$ cat src/rtl/spi_sram_responder.sv
// SPI mode-0 responder emulating a 23LC512-style serial SRAM (READ 0x03 / WRITE 0x02, sequential).
// Define SPI_SRAM_RDSR_EN to add RDSR (0x05) / WRITE-status (0x01) with a mode register.
module spi_sram_responder #(
    parameter int ADDR_W      = 8,
    parameter int SYNC_STAGES = 2
) (
    input  logic              clk,
    input  logic              rst,
    input  logic              spi_clk,
    input  logic              spi_cs_n,
    input  logic              spi_mosi,
    output logic              spi_miso,
    output logic              spi_miso_oe,
    output logic              busy,
    output logic              cmd_err,
    input  logic              bd_we,
    input  logic [ADDR_W-1:0] bd_addr,
    input  logic [7:0]        bd_wdata,
    output logic [7:0]        bd_rdata
);
    // state  | meaning
    // IDLE   | waiting for a synced cs_n fall
    // CMD    | shifting the 8-bit command
    // ADDR   | shifting the 16-bit address
    // READ   | streaming bytes out on SCK falls
    // WRITE  | collecting bytes on SCK rises
    // IGNORE | unsupported command, wait for cs_n high
    localparam int DEPTH = 2**ADDR_W;
    localparam int RX_W  = (ADDR_W > 8) ? ADDR_W : 8;

    typedef enum logic [2:0] {IDLE, CMD, ADDR, READ, WRITE, IGNORE} state_t;

    logic [SYNC_STAGES-1:0] sck_sync, cs_sync, mosi_sync, settle;
    logic sck_prev, cs_prev;
    logic sck_s, cs_s, mosi_s, settled, sck_rise, sck_fall, cs_fall;

    state_t state, state_nxt;
    logic [3:0]        bit_cnt, bit_cnt_nxt;
    logic [RX_W-2:0]   shift, shift_nxt;
    logic [RX_W-1:0]   rx;
    logic [7:0]        rx_byte, src;
    logic [ADDR_W-1:0] addr, addr_nxt;
    logic [7:0]        tx_shift, tx_nxt, rd_byte;
    logic              is_wr, is_wr_nxt, miso_nxt, oe_nxt, err_nxt, mem_we;
    logic [7:0]        mem [DEPTH];
`ifdef SPI_SRAM_RDSR_EN
    logic              sr_op, sr_nxt;
    logic [7:0]        mode_reg, mode_nxt;
`endif

    assign sck_s    = sck_sync[SYNC_STAGES-1];
    assign cs_s     = cs_sync[SYNC_STAGES-1];
    assign mosi_s   = mosi_sync[SYNC_STAGES-1];
    assign settled  = settle[SYNC_STAGES-1];
    assign sck_rise = sck_s & ~sck_prev;
    assign sck_fall = ~sck_s & sck_prev;
    assign cs_fall  = ~cs_s & cs_prev;
    assign busy     = settled & ~cs_s;
    assign rx       = {shift, mosi_s};
    assign rx_byte  = rx[7:0];

    // cs_prev stays low until the synchronizer has flushed, so a cs_n held low
    // through reset never looks like a new frame.
    always_ff @(posedge clk) begin
        if (rst) begin
            sck_sync  <= '0;
            cs_sync   <= '1;
            mosi_sync <= '0;
            settle    <= '0;
            sck_prev  <= 1'b0;
            cs_prev   <= 1'b0;
        end else begin
            sck_sync  <= {sck_sync[SYNC_STAGES-2:0], spi_clk};
            cs_sync   <= {cs_sync[SYNC_STAGES-2:0], spi_cs_n};
            mosi_sync <= {mosi_sync[SYNC_STAGES-2:0], spi_mosi};
            settle    <= {settle[SYNC_STAGES-2:0], 1'b1};
            sck_prev  <= sck_s;
            cs_prev   <= settled & cs_s;
        end
    end

    always_ff @(posedge clk) begin
        if (rst) begin
            state       <= IDLE;
            bit_cnt     <= '0;
            shift       <= '0;
            addr        <= '0;
            tx_shift    <= '0;
            is_wr       <= 1'b0;
            spi_miso    <= 1'b0;
            spi_miso_oe <= 1'b0;
            cmd_err     <= 1'b0;
            bd_rdata    <= '0;
`ifdef SPI_SRAM_RDSR_EN
            sr_op       <= 1'b0;
            mode_reg    <= 8'h40;
`endif
        end else begin
            state       <= state_nxt;
            bit_cnt     <= bit_cnt_nxt;
            shift       <= shift_nxt;
            addr        <= addr_nxt;
            tx_shift    <= tx_nxt;
            is_wr       <= is_wr_nxt;
            spi_miso    <= miso_nxt;
            spi_miso_oe <= oe_nxt;
            cmd_err     <= err_nxt;
            bd_rdata    <= mem[bd_addr];
`ifdef SPI_SRAM_RDSR_EN
            sr_op       <= sr_nxt;
            mode_reg    <= mode_nxt;
`endif
        end
    end

    // SPI write takes the port; a simultaneous backdoor write is dropped.
    always_ff @(posedge clk) begin
        if (mem_we)
            mem[addr] <= rx_byte;
        else if (bd_we)
            mem[bd_addr] <= bd_wdata;
        rd_byte <= mem[addr];
    end

    always_comb begin
        state_nxt   = state;
        bit_cnt_nxt = bit_cnt;
        shift_nxt   = shift;
        addr_nxt    = addr;
        tx_nxt      = tx_shift;
        is_wr_nxt   = is_wr;
        miso_nxt    = spi_miso;
        oe_nxt      = spi_miso_oe;
        err_nxt     = 1'b0;
        mem_we      = 1'b0;
        src         = rd_byte;
`ifdef SPI_SRAM_RDSR_EN
        sr_nxt      = sr_op;
        mode_nxt    = mode_reg;
        if (sr_op)
            src = mode_reg;
`endif
        if (cs_s) begin
            state_nxt   = IDLE;
            bit_cnt_nxt = '0;
            miso_nxt    = 1'b0;
            oe_nxt      = 1'b0;
        end else begin
            case (state)
                IDLE: begin
                    if (cs_fall) begin
                        state_nxt   = CMD;
                        bit_cnt_nxt = '0;
                    end
                end
                CMD: begin
                    if (sck_rise) begin
                        shift_nxt   = rx[RX_W-2:0];
                        bit_cnt_nxt = bit_cnt + 4'd1;
                        if (bit_cnt == 4'd7) begin
                            bit_cnt_nxt = '0;
`ifdef SPI_SRAM_RDSR_EN
                            sr_nxt = 1'b0;
`endif
                            case (rx_byte)
                                8'h03: begin state_nxt = ADDR; is_wr_nxt = 1'b0; end
                                8'h02: begin state_nxt = ADDR; is_wr_nxt = 1'b1; end
`ifdef SPI_SRAM_RDSR_EN
                                8'h05: begin state_nxt = READ;  sr_nxt = 1'b1; end
                                8'h01: begin state_nxt = WRITE; sr_nxt = 1'b1; end
`endif
                                default: begin state_nxt = IGNORE; err_nxt = 1'b1; end
                            endcase
                        end
                    end
                end
                ADDR: begin
                    if (sck_rise) begin
                        shift_nxt   = rx[RX_W-2:0];
                        bit_cnt_nxt = bit_cnt + 4'd1;
                        if (bit_cnt == 4'd15) begin
                            bit_cnt_nxt = '0;
                            addr_nxt    = rx[ADDR_W-1:0];
                            state_nxt   = is_wr ? WRITE : READ;
                        end
                    end
                end
                READ: begin
                    if (sck_fall) begin
                        if (bit_cnt == 4'd0) begin
                            miso_nxt = src[7];
                            tx_nxt   = {src[6:0], 1'b0};
                            oe_nxt   = 1'b1;
                        end else begin
                            miso_nxt = tx_shift[7];
                            tx_nxt   = {tx_shift[6:0], 1'b0};
                        end
                    end
                    if (sck_rise) begin
                        bit_cnt_nxt = bit_cnt + 4'd1;
                        if (bit_cnt == 4'd7) begin
                            bit_cnt_nxt = '0;
`ifdef SPI_SRAM_RDSR_EN
                            if (!sr_op)
                                addr_nxt = addr + ADDR_W'(1);
`else
                            addr_nxt = addr + ADDR_W'(1);
`endif
                        end
                    end
                end
                WRITE: begin
                    if (sck_rise) begin
                        shift_nxt   = rx[RX_W-2:0];
                        bit_cnt_nxt = bit_cnt + 4'd1;
                        if (bit_cnt == 4'd7) begin
                            bit_cnt_nxt = '0;
`ifdef SPI_SRAM_RDSR_EN
                            if (sr_op) begin
                                mode_nxt = rx_byte;
                            end else begin
                                mem_we   = 1'b1;
                                addr_nxt = addr + ADDR_W'(1);
                            end
`else
                            mem_we   = 1'b1;
                            addr_nxt = addr + ADDR_W'(1);
`endif
                        end
                    end
                end
                default: ;
            endcase
        end
    end
endmodule

$ cat config.mk
export PLATFORM = sky130hd
export DESIGN_NAME = spi_sram_responder
export DESIGN_NICKNAME = d
export VERILOG_FILES = /design/src/rtl/spi_sram_responder.sv
export SDC_FILE = /design/constraint.sdc
export NUM_CORES = 2
export LEC_CHECK = 0
export CORE_MARGIN = 4
export CORE_UTILIZATION = 55
export DETAILED_ROUTE_END_ITERATION = 12
export PLACE_DENSITY = 0.71
export SLEW_MARGIN = 15
export SYNTH_ARGS = -nofsm -noshare
export SYNTH_HDL_FRONTEND = slang
export SYNTH_SLANG_ARGS = --single-unit
export TNS_END_PERCENT = 5
$ cat constraint.sdc
create_clock -name clk -period 22.1 [get_ports clk]
set_clock_uncertainty 0.15 [all_clocks]
set_input_delay 4.42 -clock clk [delete_from_list [all_inputs] [get_ports clk]]
set_output_delay 4.42 -clock clk [all_outputs]
set_load 0.01 [all_outputs]
## Word level (Yosys, flattened, before mapping)

Memories as Yosys holds them, arrays and structs flattened. A register that Yosys moved wholly into a read port is not among the register bits.
Index checks and enable logic that the tools add are counted.

| word-level totals | value |
|---|---|
| bits in registers | 44 |
| latch bits | 0 |
| bits in writable memories | 2048 |
| ROM bits | 0 |
| input port bits | 22 |
| output and inout port bits | 12 |
| memories | 1 |

Memory list:

| memory | depth | width | read ports | clocked after memory_dff | wr ports | line | source |
|---|---|---|---|---|---|---|---|
| mem | 256 | 8 | 2 | 2 | 1 | 45 | `logic [7:0] mem [DEPTH];` |

| cells by class | value |
|---|---|
| $add $sub $neg | 2 |
| multiply operators | 0 |
| div/mod/pow operators | 0 |
| $lt $le $gt $ge | 0 |
| equal/unequal tests | 16 |
| shifts and indexed selects | 0 |
| multiplexer cells | 36 |
| bitwise gates (word level) | 11 |
| reductions and logical operators | 21 |

Operators by type and width:

| operator | count |
|---|---|
| $mux W8 | 7 |
| $mux W3 | 7 |
| $mux W4 | 5 |
| $eq A8 B2 Y1 const B | 2 |
| $pmux W8 S2 | 1 |
| $mux W1 | 13 |
| $pmux W4 S3 | 1 |
| $reduce_and A6 Y1 | 2 |
| $ne A2 B2 Y1 const B | 5 |
| $pmux W3 S3 | 1 |
| $reduce_and A3 Y1 | 3 |
| $add A8 B1 Y8 const B | 1 |
| $reduce_or A8 Y1 | 1 |
| $eq A3 B2 Y1 const B | 2 |
| $ne A2 B1 Y1 const B | 3 |
| $not A1 Y1 | 6 |
| $reduce_bool A3 Y1 | 2 |
| $reduce_or A2 Y1 | 3 |
| $reduce_or A3 Y1 | 2 |
| $and A1 B1 Y1 | 5 |
| $reduce_and A5 Y1 | 1 |
| $reduce_or A5 Y1 | 1 |
| $add A4 B1 Y4 const B | 1 |
| $eq A4 B3 Y1 const B | 1 |
| other kinds (9) | 10 |

## Longest topological paths before layout

| logic depth | value |
|---|---|
| depth after elaboration | 9 |
| mapped depth | 13 |
| gate-level depth less buffers | 8 |

## Least setup slack after synthesis

Ideal clock, no wire load.

| timing | value |
|---|---|
| kind | input to register |
| from | input port bd_we |
| to | memory mem[0][0], data pin |
| arrival time | 14921 ps |
| required time | 19759 ps |
| path slack | 4838 ps |
| stages on the path | 4 |
| path buffers | 2 |
| path through | o41a_1 -> clkbuf_1 -> clkbuf_1 -> o21ai_0 |

| on the way | value |
|---|---|
| word-level cells in the longest chain between the ends | 5 |

Ends and longest elaborated chain:

| item | line | source |
|---|---|---|
| start: declaration | 16 | `input logic bd_we,` |
| $mux W1 | 120 | `else if (bd_we)` |
| $mux W1 | 118 | `if (mem_we)` |
| $mux W1 (not written as such) | 121 | `mem[bd_addr] <= bd_wdata;` |
| $reduce_or A8 Y1 (no line) | -- |  |
| $mux W8 (no line) | -- |  |
| end: declaration | 45 |  |

No other way between the ends.

==> results by group <==
Detailed routing
  • DR pass1 iterations: 6
  • Number of vias per cell: 7.48
  • Drt drc: 0
  • Drt total wl: 297000 um
  • Starting DRC count in detailed routing: 8928
  • DR vias: 57.5k
  • Drt wl/cell: 38.6 um
  • DRT antenna net count: 0

Timing
  • Final period utilization: 39.0%
  • Fin crit period: 8.61 ns
  • Final Hold Viols: 0
  • Final setup viols: 0
  • Setup TNS: 0 ns
  • Relative slew slack: 10.9%
  • Achievable Freq: 116 MHz
  • Max Slew Vio Count: 0
  • Worst-margin pin slew: 1.33 ns
  • RSZ-0062 raised after global routing: false

Synthesis
  • Post-synth cell types: 67
  • Synth Cell Area: 0.0987 mm2
  • Area leader, netlist: edfxtp_1
  • Top_reg_cell synth: edfxtp_1
  • Seq/Total Area, Yosys: 63.5%
  • Mean post-synth cell area: 19.0 um2
  • Synth area leaders: edfxtp_1, mux4_2, mux2i_1, nor2_1, o221ai_1
  • Syn Inst Count: 5201
  • Ys Warns: 0
  • Seq cells post-synth: 2107
  • Asr flop ratio synth: 0%
  • Post-synth top area share: 62.3%
  • Post-synth EDFFs: 2048
  • Synthesized net count: 5226

Setup path
  • Startpoint types: input port
  • Crit. End Element: flip-flop
  • Crit path max fanout: 108
  • Worst setup path category: input port to flip-flop
  • FF-to-FF path depth: 9
  • CP arrival: 9.29 ns
  • Worst reg2reg path endpoint: rd_byte[0]
  • Reg2reg start: addr[0]
  • Critical Path RT: 22.78 ns
  • Worst reg2reg setup slack: 15.53 ns

CTS
  • Root Driver: clkbuf_16
  • H-tree levels: 4
  • Deepest clock path buffer count: 3
  • Worst skew pair latency: 0.87 ns
  • TritonCTS clock tree: done
  • CTS buffer count: 213
  • Worst-path clk slew: 0.07 ns
  • CTS hold repair buffers: 0
  • Clock sink count: 2107
  • CTS resizes: 0
  • Post-CTS Setup Bufs: 0

Floorplan
  • Die span in y: 432 um
  • Die X: 432 um
  • Initial Utilization: 55.3%
  • FP Rows: 155
  • Core area: 0.178 mm2
  • Die ar.: 0.186 mm2
  • Top-Level Pins: 34

Status
  • Status: completed

Pwr
  • P per Cell Area: 77.7 mW/mm2
  • Total power: 8.42 mW
  • Static leakage: 32.9 nW
  • Max VDD drop: 93.1 uV

Worst hold path
  • WHS Endpoint: cs_sync[1]
  • Worst Hold Depth: 1
  • Tightest Hold Check Type: flip-flop to flip-flop
  • Min-delay src: cs_sync[0]

Global routing
  • Global-route wire length before repair: 422000 um
  • Vias in the first global route: 56.6k
  • Total grt overflow: 0
  • Pin count of the biggest net entering global routing: 257
  • Total GRT Usage: 32.0%
  • Initial antenna violation count: 12

Cells and area
  • Syn-to-layout area delta: 9.68%
  • Fin nets: 5178
  • Share of layout cells above drive strength 1: 28.5%
  • Non-Filler Instances: 7695

Placement
  • Dpl cells: 7290
  • Count of input and output buffers: 33
  • Gpl congestion: 0.930
  • Dpl hpwl: 178000 um

Job
  • Max Cap Viol: 0
==> placed cells by master, fill, tap and decap left out, types with 10 or more instances in the layout <==
cell             Yosys  routed
a211oi_1            68      68
a21oi_1             97      97
a22oi_1             54      54
a31oi_1             28      23
buf_12               0      15
buf_4               73     112
bufinv_16            0      19
clkbuf_1           185      46
clkbuf_16            0     216
clkdlybuf4s50_1      0      28
clkinv_1             1      49
clkinv_2             0      35
dfxtp_1             59      54
edfxtp_1          2048    2048
inv_1               12      10
mux2i_1            372     372
mux4_2            1022    1022
nand2_1            193     192
nand2b_1            12      11
nand3_1             45      32
nand3_2              0      13
nor2_1             322     317
nor2b_1             29      26
nor3_1              24      24
o211ai_1            10      10
o21ai_0             29      28
o21ai_1             12      11
o221ai_1           135     135
o22ai_1             82      82
==> registers in the layout, indices dropped and copies added, names as in the netlist, 3 cells and up <==
name and cells:
mem 2048, addr 8, shift 7, rd_byte 8, bit_cnt 4, bd_rdata 8
tx_shift 7, state 3
==> per-stage QoR <==
stage	hold WS [ns]	worst slack [ns]	utilization, %	instance area [um2]
floorplan	0.239	4.84	-	98700
global placement	0.251	12.58	56.8	101000
detailed placement	0.257	12.57	56.8	101000
CTS	0.265	13.52	60.6	108000
global route	0.284	13.34	60.7	108000
finish	0.262	13.49	60.7	108000
==> power by group <==
group / switching, mW / internal, mW / total (mW)
logic: 0.274 / 0.142 / 0.416
registers: 0.00914 / 4.39 / 4.40
clock network: 1.57 / 2.04 / 3.60
total: 1.85 / 6.57 / 8.42
==> routing by layer <==
layer | track usage (%) | wire, um | vias up
li1 | - | - | 22200
met1 | 44.5 | 104000 | 30100
met4 | 15.2 | 17200 | 2
met5 | 0 | 13 | -
met3 | 8.83 | 39800 | 757
met2 | 47.6 | 135000 | 4424
==> worst max path at each step <==
stage	from	end	slack [ns]	depth (start not counted)
after floorplan	bd_we	mem[0][0]	4.84	4
after global placement	bd_addr[0]	bd_rdata[7]	12.58	8
after detailed placement	bd_addr[0]	bd_rdata[7]	12.57	8
after CTS	bd_addr[0]	bd_rdata[7]	13.52	8
after global routing	bd_addr[0]	bd_rdata[7]	13.34	8
final	bd_addr[0]	bd_rdata[0]	13.49	10
==> cells by family (layout without fill, tap and decap cells) <==
logic type	count (synthesis)	in the layout	synth area share, %
adder cells (fa/ha/maj)	3	3	0.0380
other	0	9	0
AO/OA/AOI/OAI	569	569	4.08
multiplexers	1406	1406	27.2
AND/OR/NAND/NOR	675	675	2.93
buffers and inverters	439	569	2.24
flip-flops	2107	2107	63.5
XOR/XNOR	2	2	0.0177
==> critical path: stages <==
cell and delay (ns):
buf_8 0.59, buf_4 0.94, buf_12 0.72, mux2i_1 0.20, o221ai_1 0.36, o22ai_1 0.14, a21oi_1 0.47, a21oi_1 0.26
a32oi_1 0.72, a21o_1 0.21
==> cells in the mapped netlist, drive strengths merged (6+ instances only) <==
cell,instances
a211oi,68
a21o,7
a21oi,97
a22o,9
a22oi,54
a31oi,28
and2,6
and3,8
buf,240
clkbuf,185
dfxtp,59
edfxtp,2048
inv,13
mux2,12
mux2i,372
mux4,1022
nand2,193
nand2b,12
nand3,45
nand3b,6
nand4,7
nor2,323
nor2b,29
nor3,25
o211ai,10
o21ai,41
o221ai,135
o22ai,82
==> layout make-up <==
type	instances	area, um2
multi-input combinational	2655	34100
fill	12500	70100
inverter	14	53.8
tap	2355	2950
clock inverter	125	1230
clock buffer	268	5660
sequential	2107	62700
antenna	9	22.5
timing repair buffer	162	1560
Power figures use the tool's default switching activity.
